### src/rtl/drbg_out_buffer.sv
// drbg_out_buffer: FIFO of 128-bit DRBG blocks serialized to 32-bit words,
// with a refill FSM that requests more blocks when enough space is free.
module drbg_out_buffer #(
    parameter int DEPTH         = 4,
    parameter int REFILL_BLOCKS = 2
) (
    input  logic                       clk,
    input  logic                       rst_n,
    input  logic                       enable_i,
    input  logic                       flush_i,
    input  logic                       drbg_busy_i,
    input  logic                       drbg_done_i,
    input  logic                       drbg_valid_i,
    input  logic [127:0]               drbg_block_i,
    output logic                       drbg_generate_o,
    output logic [15:0]                drbg_num_blocks_o,
    output logic                       word_valid_o,
    input  logic                       word_ready_i,
    output logic [31:0]                word_o,
    output logic [$clog2(DEPTH+1)-1:0] level_o,
    output logic                       overflow_o
);
    localparam int AW = $clog2(DEPTH);
    localparam int LW = $clog2(DEPTH+1);

    typedef enum logic [1:0] {IDLE, REQ, WAIT} state_t;

    state_t          state_q, state_d;
    logic [127:0]    mem_q [DEPTH];
    logic [AW-1:0]   wr_ptr_q, wr_ptr_d, rd_ptr_q, rd_ptr_d;
    logic [LW-1:0]   level_q, level_d;
    logic [1:0]      idx_q, idx_d;
    logic            overflow_q, overflow_d;
    logic [127:0]    head;
    logic            fire, pop, full, push, drop, can_req;

    assign head    = mem_q[rd_ptr_q];
    assign fire    = word_valid_o && word_ready_i;
    assign pop     = fire && idx_q == 2'd3;
    assign full    = level_q == LW'(DEPTH);
    // A full FIFO still accepts a block when the head leaves in the same cycle.
    assign push    = drbg_valid_i && !flush_i && (!full || pop);
    assign drop    = drbg_valid_i && !flush_i && full && !pop;
    assign can_req = int'(level_q) <= DEPTH - REFILL_BLOCKS;

    always_comb begin
        wr_ptr_d   = flush_i ? '0 : wr_ptr_q + AW'(push);
        rd_ptr_d   = flush_i ? '0 : rd_ptr_q + AW'(pop);
        level_d    = flush_i ? '0 : level_q + LW'(push) - LW'(pop);
        idx_d      = flush_i ? '0 : idx_q + 2'(fire);
        overflow_d = overflow_q | drop;
    end

    always_ff @(posedge clk or negedge rst_n) begin
        if (!rst_n) begin
            wr_ptr_q   <= '0;
            rd_ptr_q   <= '0;
            level_q    <= '0;
            idx_q      <= '0;
            overflow_q <= 1'b0;
        end else begin
            wr_ptr_q   <= wr_ptr_d;
            rd_ptr_q   <= rd_ptr_d;
            level_q    <= level_d;
            idx_q      <= idx_d;
            overflow_q <= overflow_d;
        end
    end

    // Storage needs no reset: word_o is masked whenever the FIFO is empty.
    always_ff @(posedge clk) begin
        if (push) mem_q[wr_ptr_q] <= drbg_block_i;
    end

    always_ff @(posedge clk or negedge rst_n) begin
        if (!rst_n) state_q <= IDLE;
        else        state_q <= state_d;
    end

    always_comb begin
        state_d = state_q;
        case (state_q)
            IDLE:    state_d = (enable_i && !drbg_busy_i && can_req && !flush_i) ? REQ : IDLE;
            REQ:     state_d = WAIT;
            WAIT:    state_d = drbg_done_i ? IDLE : WAIT;
            default: state_d = IDLE;
        endcase
    end

    always_comb begin
        drbg_generate_o   = state_q == REQ;
        drbg_num_blocks_o = 16'(REFILL_BLOCKS);
        word_valid_o      = level_q != '0;
        word_o            = word_valid_o ? head[{~idx_q, 5'd0} +: 32] : '0;
        level_o           = level_q;
        overflow_o        = overflow_q;
    end
endmodule
### config.mk
export PLATFORM = sky130hd
export DESIGN_NAME = drbg_out_buffer
export DESIGN_NICKNAME = d
export VERILOG_FILES = /design/src/rtl/drbg_out_buffer.sv
export SDC_FILE = /design/constraint.sdc
export NUM_CORES = 1
export LEC_CHECK = 0
export CAP_MARGIN = 20
export CORE_MARGIN = 10
export CORE_UTILIZATION = 35
export CTS_CLUSTER_DIAMETER = 40
export DETAILED_ROUTE_END_ITERATION = 16
export PLACE_DENSITY = 0.62
export SYNTH_ARGS = -nofsm -noshare
export SYNTH_HDL_FRONTEND = slang
export SYNTH_SLANG_ARGS = --single-unit
### constraint.sdc
create_clock -name clk -period 9.7 [get_ports clk]
set_clock_uncertainty 0.15 [all_clocks]
set_input_delay 1.94 -clock clk [delete_from_list [all_inputs] [get_ports clk]]
set_output_delay 1.94 -clock clk [all_outputs]
set_load 0.005 [all_outputs]
### Yosys cells after proc, flatten, opt, wreduce, memory -nomap -nowiden

Memory sizes are Yosys's and may differ from the RTL's.
Cells that the tools add are included.

| word-level totals | value |
|---|---|
| memory bits (writable) | 512 |
| memories kept | 1 |
| logic and storage cells | 46 |
| input bits | 136 |
| register bits after elaboration | 12 |
| output and inout bits | 54 |

| operators by class | value |
|---|---|
| bitwise operators | 2 |
| multiplexer cells | 10 |
| eq/ne operators | 4 |
| reduce and logical (&&, ||, !) cells | 16 |
| $add $sub $neg | 5 |
| order comparisons | 1 |
| shifts and indexed selects | 1 |

Memory list:

| name | depth | bits a word | rd ports | clocked after memory_dff | write ports | RTL line | RTL |
|---|---|---|---|---|---|---|---|
| mem_q | 4 | 128 | 1 | 0 | 1 | 29 | `logic [127:0] mem_q [DEPTH];` |

Operators by type and width:

| operator | number |
|---|---|
| $shiftx 128x8->32 | 1 |
| $mux 32 | 1 |
| $logic_and 1x1->1 | 9 |
| $mux 2 | 4 |
| $add 2x1->2 | 3 |
| $pmux 2 s3 | 1 |
| $eq 2x2->1 const B | 2 |
| $logic_not 1->1 | 4 |
| $add 3x1->3 | 1 |
| $eq 3x3->1 const B | 1 |
| $le 3x2->1 const B | 1 |
| $mux 1 | 3 |
| $mux 3 | 1 |
| $reduce_bool 3->1 | 1 |
| $sub 3x1->3 | 1 |
| $eq 2x1->1 const B | 1 |
| $logic_not 2->1 | 1 |
| $not 2->2 | 1 |
| $logic_or 1x1->1 | 1 |
| $or 1x1->1 | 1 |

### Longest topological paths before layout

| depth | value |
|---|---|
| depth in word-level cells | 8 |
| mapped depth | 11 |

### Least setup slack after synthesis

No wires, ideal clock.

| timing | value |
|---|---|
| path kind | input port to flip-flop |
| start point | input flush_i |
| end point | memory mem_q[0][0], enable pin |
| stages on the path | 3 |
| required time | 8.778 ns |
| buffers on the path | 0 |
| data arrival time | 10.904 ns |
| setup slack | -2.127 ns |
| cells stage by stage | nand2b_1 -> nand2b_1 -> nor3_1 |

| between the ends | value |
|---|---|
| longest elaborated chain between the ends | 5 |

RTL lines:

| element | RTL line | RTL |
|---|---|---|
| from (decl) | 10 | `input logic flush_i,` |
| $logic_not 1->1 | 42 | `assign push = drbg_valid_i && !flush_i && (!full \|\| pop);` |
| $logic_and 1x1->1 (2 in a row) | 42 |  |
| $mux 1 | 72 | `if (push) mem_q[wr_ptr_q] <= drbg_block_i;` |
| $mux 1 (not written as such) | 72 |  |
| to (decl) | 29 |  |

Every way passes these cells.

### Final worst setup path

| timing | value |
|---|---|
| start point | register rd_ptr_q[1] |
| end point | output word_o[8] |

| between the ends | value |
|---|---|
| longest elaborated chain between the ends | 3 |

RTL lines:

| element | RTL line | RTL |
|---|---|---|
| from (decl) | 30 | `logic [AW-1:0] wr_ptr_q, wr_ptr_d, rd_ptr_q, rd_ptr_d;` |
| from (signal assigned) | 63 | `rd_ptr_q <= rd_ptr_d;` |
| $mem_v2 4x128 | -- |  |
| $shiftx 128x8->32 | 94 | `word_o = word_valid_o ? head[{~idx_q, 5'd0} +: 32] : '0;` |
| $mux 32 | 94 |  |
| to (decl) | 19 | `output logic [31:0] word_o,` |

Every way passes these cells.

==> metrics.md <==
| Metric | Value |
|---|---|
| Count leader, synth | `edfxtp_1` |
| DRT antenna net count | `0` |
| Largest net degree at the start of global routing | `~130` |
| I/O pin cnt | `190` |
| EDFF count, synth | `between 500 and 600` |
| FF-to-FF path depth | `7` |
| WL/cell | `22.84 um` |
| Fraction of layout cells with a size suffix above 1 | `about a fifth` |
| Outcome | `completed` |
| WHS Path Cells | `1` |
| Hold Crit Start | `overflow_o$_DFF_PN0_` |
| Initial antenna violation count | `4` |
| Critical Path AT | `between 4 and 5 ns` |
| Total iterations of the first detailed-routing run | `5` |
| Setup TNS | `0 ns` |
| DRC violations left | `0` |
| Final setup viols | `0` |
| Count of warnings emitted by yosys | `0` |
| Final min period | `around 6.1 ns` |
| Final Hold Fails | `0` |
| R2r setup slk | `6.20 ns` |
| Worst Setup End Kind | `primary output` |
| Tcrit/Tclk final | `between 60 and 70%` |
| First-pass GRT wire length | `roughly 66 mm` |
| Clock slew at reported path FFs | `~0.050 ns` |
| H-tree depth | `3` |
| Die Y | `260.4 um` |
| Initial DRC count | `~550` |
| Post-CTS Setup Bufs | `0` |
| Flop and latch count out of synthesis | `around 520` |
| TritonCTS buffer count | `around 80` |
| Leak | `8.122 nW` |
| Gr ovfl total | `0` |
| Critical Path RT | `7.61 ns` |
| Clock Path Buffers | `3` |
| Max_slew headroom | `around a quarter` |
| Post-synth ARST share | `under 10%` |
| GP Congestion | `around 0.7` |
| Final Util | `44.08%` |
| Post-synth top cells | `512 x edfxtp_1, 80 x mux4_2, 62 x a22oi_1` |
| Fillcell total | `around 4900` |
| Worst slew pin tran | `around 1.1 ns` |
| Avg Vias per Cell | `4.926` |
| Power density of the placed cells | `between 200 and 250 nW/um2` |
| Die ar. | `~68000 um2` |
| Clk sinks | `between 500 and 600` |
| Global-route usage over all layers | `between 10% and 20%` |
| DIE WIDTH | `roughly 260 um` |
| CTS tree | `built` |
| Row count | `88` |
| Worst Path Max Fanout | `a little under 70` |
| Yosys cell types | `37` |
| RSZ-0062 raised after global routing | `no` |
| Dpl hpwl | `~24 mm` |
| Total number of vias | `9458` |
| Worst Hold Path EP | `overflow_o$_DFF_PN0_` |
| Syn-to-layout area delta | `25.30%` |
| Reg2reg start | `idx_q[0]$_DFF_PN0_` |
| Sequential share of the synthesized area | `between 70 and 80%` |
| Number of buffers added on ports | `~170` |
| Post-CTS sizing | `0` |
| Crit Path Class | `reg -> out` |
| Synth Flop Type | `edfxtp_1` |
| Initial Utilization | `35.18%` |
| Startpoint type of the worst setup path | `register` |
| Max-cap viol count | `0` |
| Synth area leaders | `edfxtp_1 76%, mux4_2 8.9%, mux4_1 6.0%` |
| Core area | `about 57000 um2` |
| Vias in the first global route | `10320` |
| RR Endpoint | `mem_q[2][29]$_DFFE_PP_` |
| F_max | `approximately 160 MHz` |
| Synth Instances | `between 800 and 900` |
| Yosys top cell area share | `between 70% and 80%` |
| Max-slew violations | `0` |
| Syn Area/Cell | `23.16 um2` |
| Mapped Area | `between 20000 and 25000 um2` |
| Clk Latency, worst-skew pair | `between 0.5 and 0.6 ns` |
| Total wire length | `43.86 mm` |
| Yosys top cell by area | `edfxtp_1` |
| Hold Crit Class | `reg -> reg` |
| VDD IR max | `approximately 120 uV` |
| CTS root buffer | `clkbuf_16` |
| Layout Nets | `around 1200` |
| Hold-fix buffers, CTS | `0` |
critical path, stage by stage, from the launching register on:
cell and delay (ns):
dfrtp_4 1.00, buf_4 0.86, mux4_2 0.42, a22oi_1 0.28, nand2_1 0.14, clkdlybuf4s50_1 0.49
routing by layer:
metal	vias up	global-route usage, %	share of wire (%)
met4	4	4.602	1.6
met2	277	21.60	51
met1	4943	16.10	41
met5	-	0	0.059
met3	58	3.361	6.3
li1	4176	-	-
cells in the final DEF, fill, tap and decap left out, types with 8 or more instances in the layout:
master and count:
a22oi_1 62, buf_4 10, bufinv_16 8, clkbuf_16 83, clkdlybuf4s50_1 173, clkinv_2 8, clkinvlp_4 9, conb_1 16
dfrtp_1 10, edfxtp_1 512, inv_6 11, mux4_1 46, mux4_2 80, nand2_1 34, nor2_1 11
how the worst max path moves through the flow:
| stage | start | to | slack, ns | cells past startpoint |
|---|---|---|---|---|
| after floorplan | flush_i | mem_q[1][0]$_DFFE_PP_ | 1.20 | 5 |
| after global placement | rd_ptr_q[0]$_DFF_PN0_ | word_o[31] | 4.06 | 5 |
| after detailed placement | flush_i | mem_q[2][62]$_DFFE_PP_ | 4.06 | 7 |
| after CTS | rd_ptr_q[0]$_DFF_PN0_ | word_o[31] | 3.44 | 5 |
| after global routing | rd_ptr_q[0]$_DFF_PN0_ | word_o[29] | 3.30 | 5 |
| final | rd_ptr_q[1]$_DFF_PN0_ | word_o[8] | 3.60 | 5 |
metrics by stage:
step	hold WS (ns)	setup WS (ns)	std cells	area (um2)	power, mW
CTS	0.3441	3.438	1918	25330	5.761
global route	0.3571	3.302	1920	25330	5.885
global placement	0.3177	4.064	1775	22630	2.896
floorplan	0.3178	1.196	887	20280	2.728
finish	0.3335	3.597	1920	25330	5.687
detailed placement	0.3241	4.059	1775	22630	2.902
cell families (layout without fill, tap and decap cells):
| family | Yosys count | after routing | share of synthesized area [%] |
|---|---|---|---|
| other cells | 2 | 18 | 0.03714 |
| xor+xnor | 4 | 4 | 0.1732 |
| buf+inv | 68 | 334 | 2.568 |
| flops | 524 | 524 | 77.52 |
| mux | 130 | 130 | 15.09 |
| simple gates | 71 | 71 | 1.658 |
| fa+ha+maj | 7 | 7 | 0.4703 |
| compound gates | 67 | 67 | 2.475 |
registers in the layout (all words and copies together) (netlist names):
| name | count |
|---|---|
| overflow_o | 1 |
| wr_ptr_q | 2 |
| idx_q | 2 |
| state_q | 2 |
| mem_q | 512 |
| rd_ptr_q | 2 |
| level_o | 3 |
cell type report:
class | count | area (um2) | share of cell area (%)
antenna | 2 | 5.005 | 0.01976
clock buffer | 91 | 2117 | 8.356
clock inverter | 52 | 578.1 | 2.282
inverter | 6 | 22.52 | 0.08890
multi-input combinational | 295 | 4125 | 16.28
sequential | 524 | 15680 | 61.90
tap | 765 | 957.2 | 3.778
timing repair buffer | 185 | 1847 | 7.290
power by group:
group          switching (mW)  internal, mW  leakage (nW)
Combinational           0.138         0.140          2.02
Clock                    1.03          1.80          1.30
Sequential             0.0177          2.55          4.81
(Power assumes the default switching activity.)
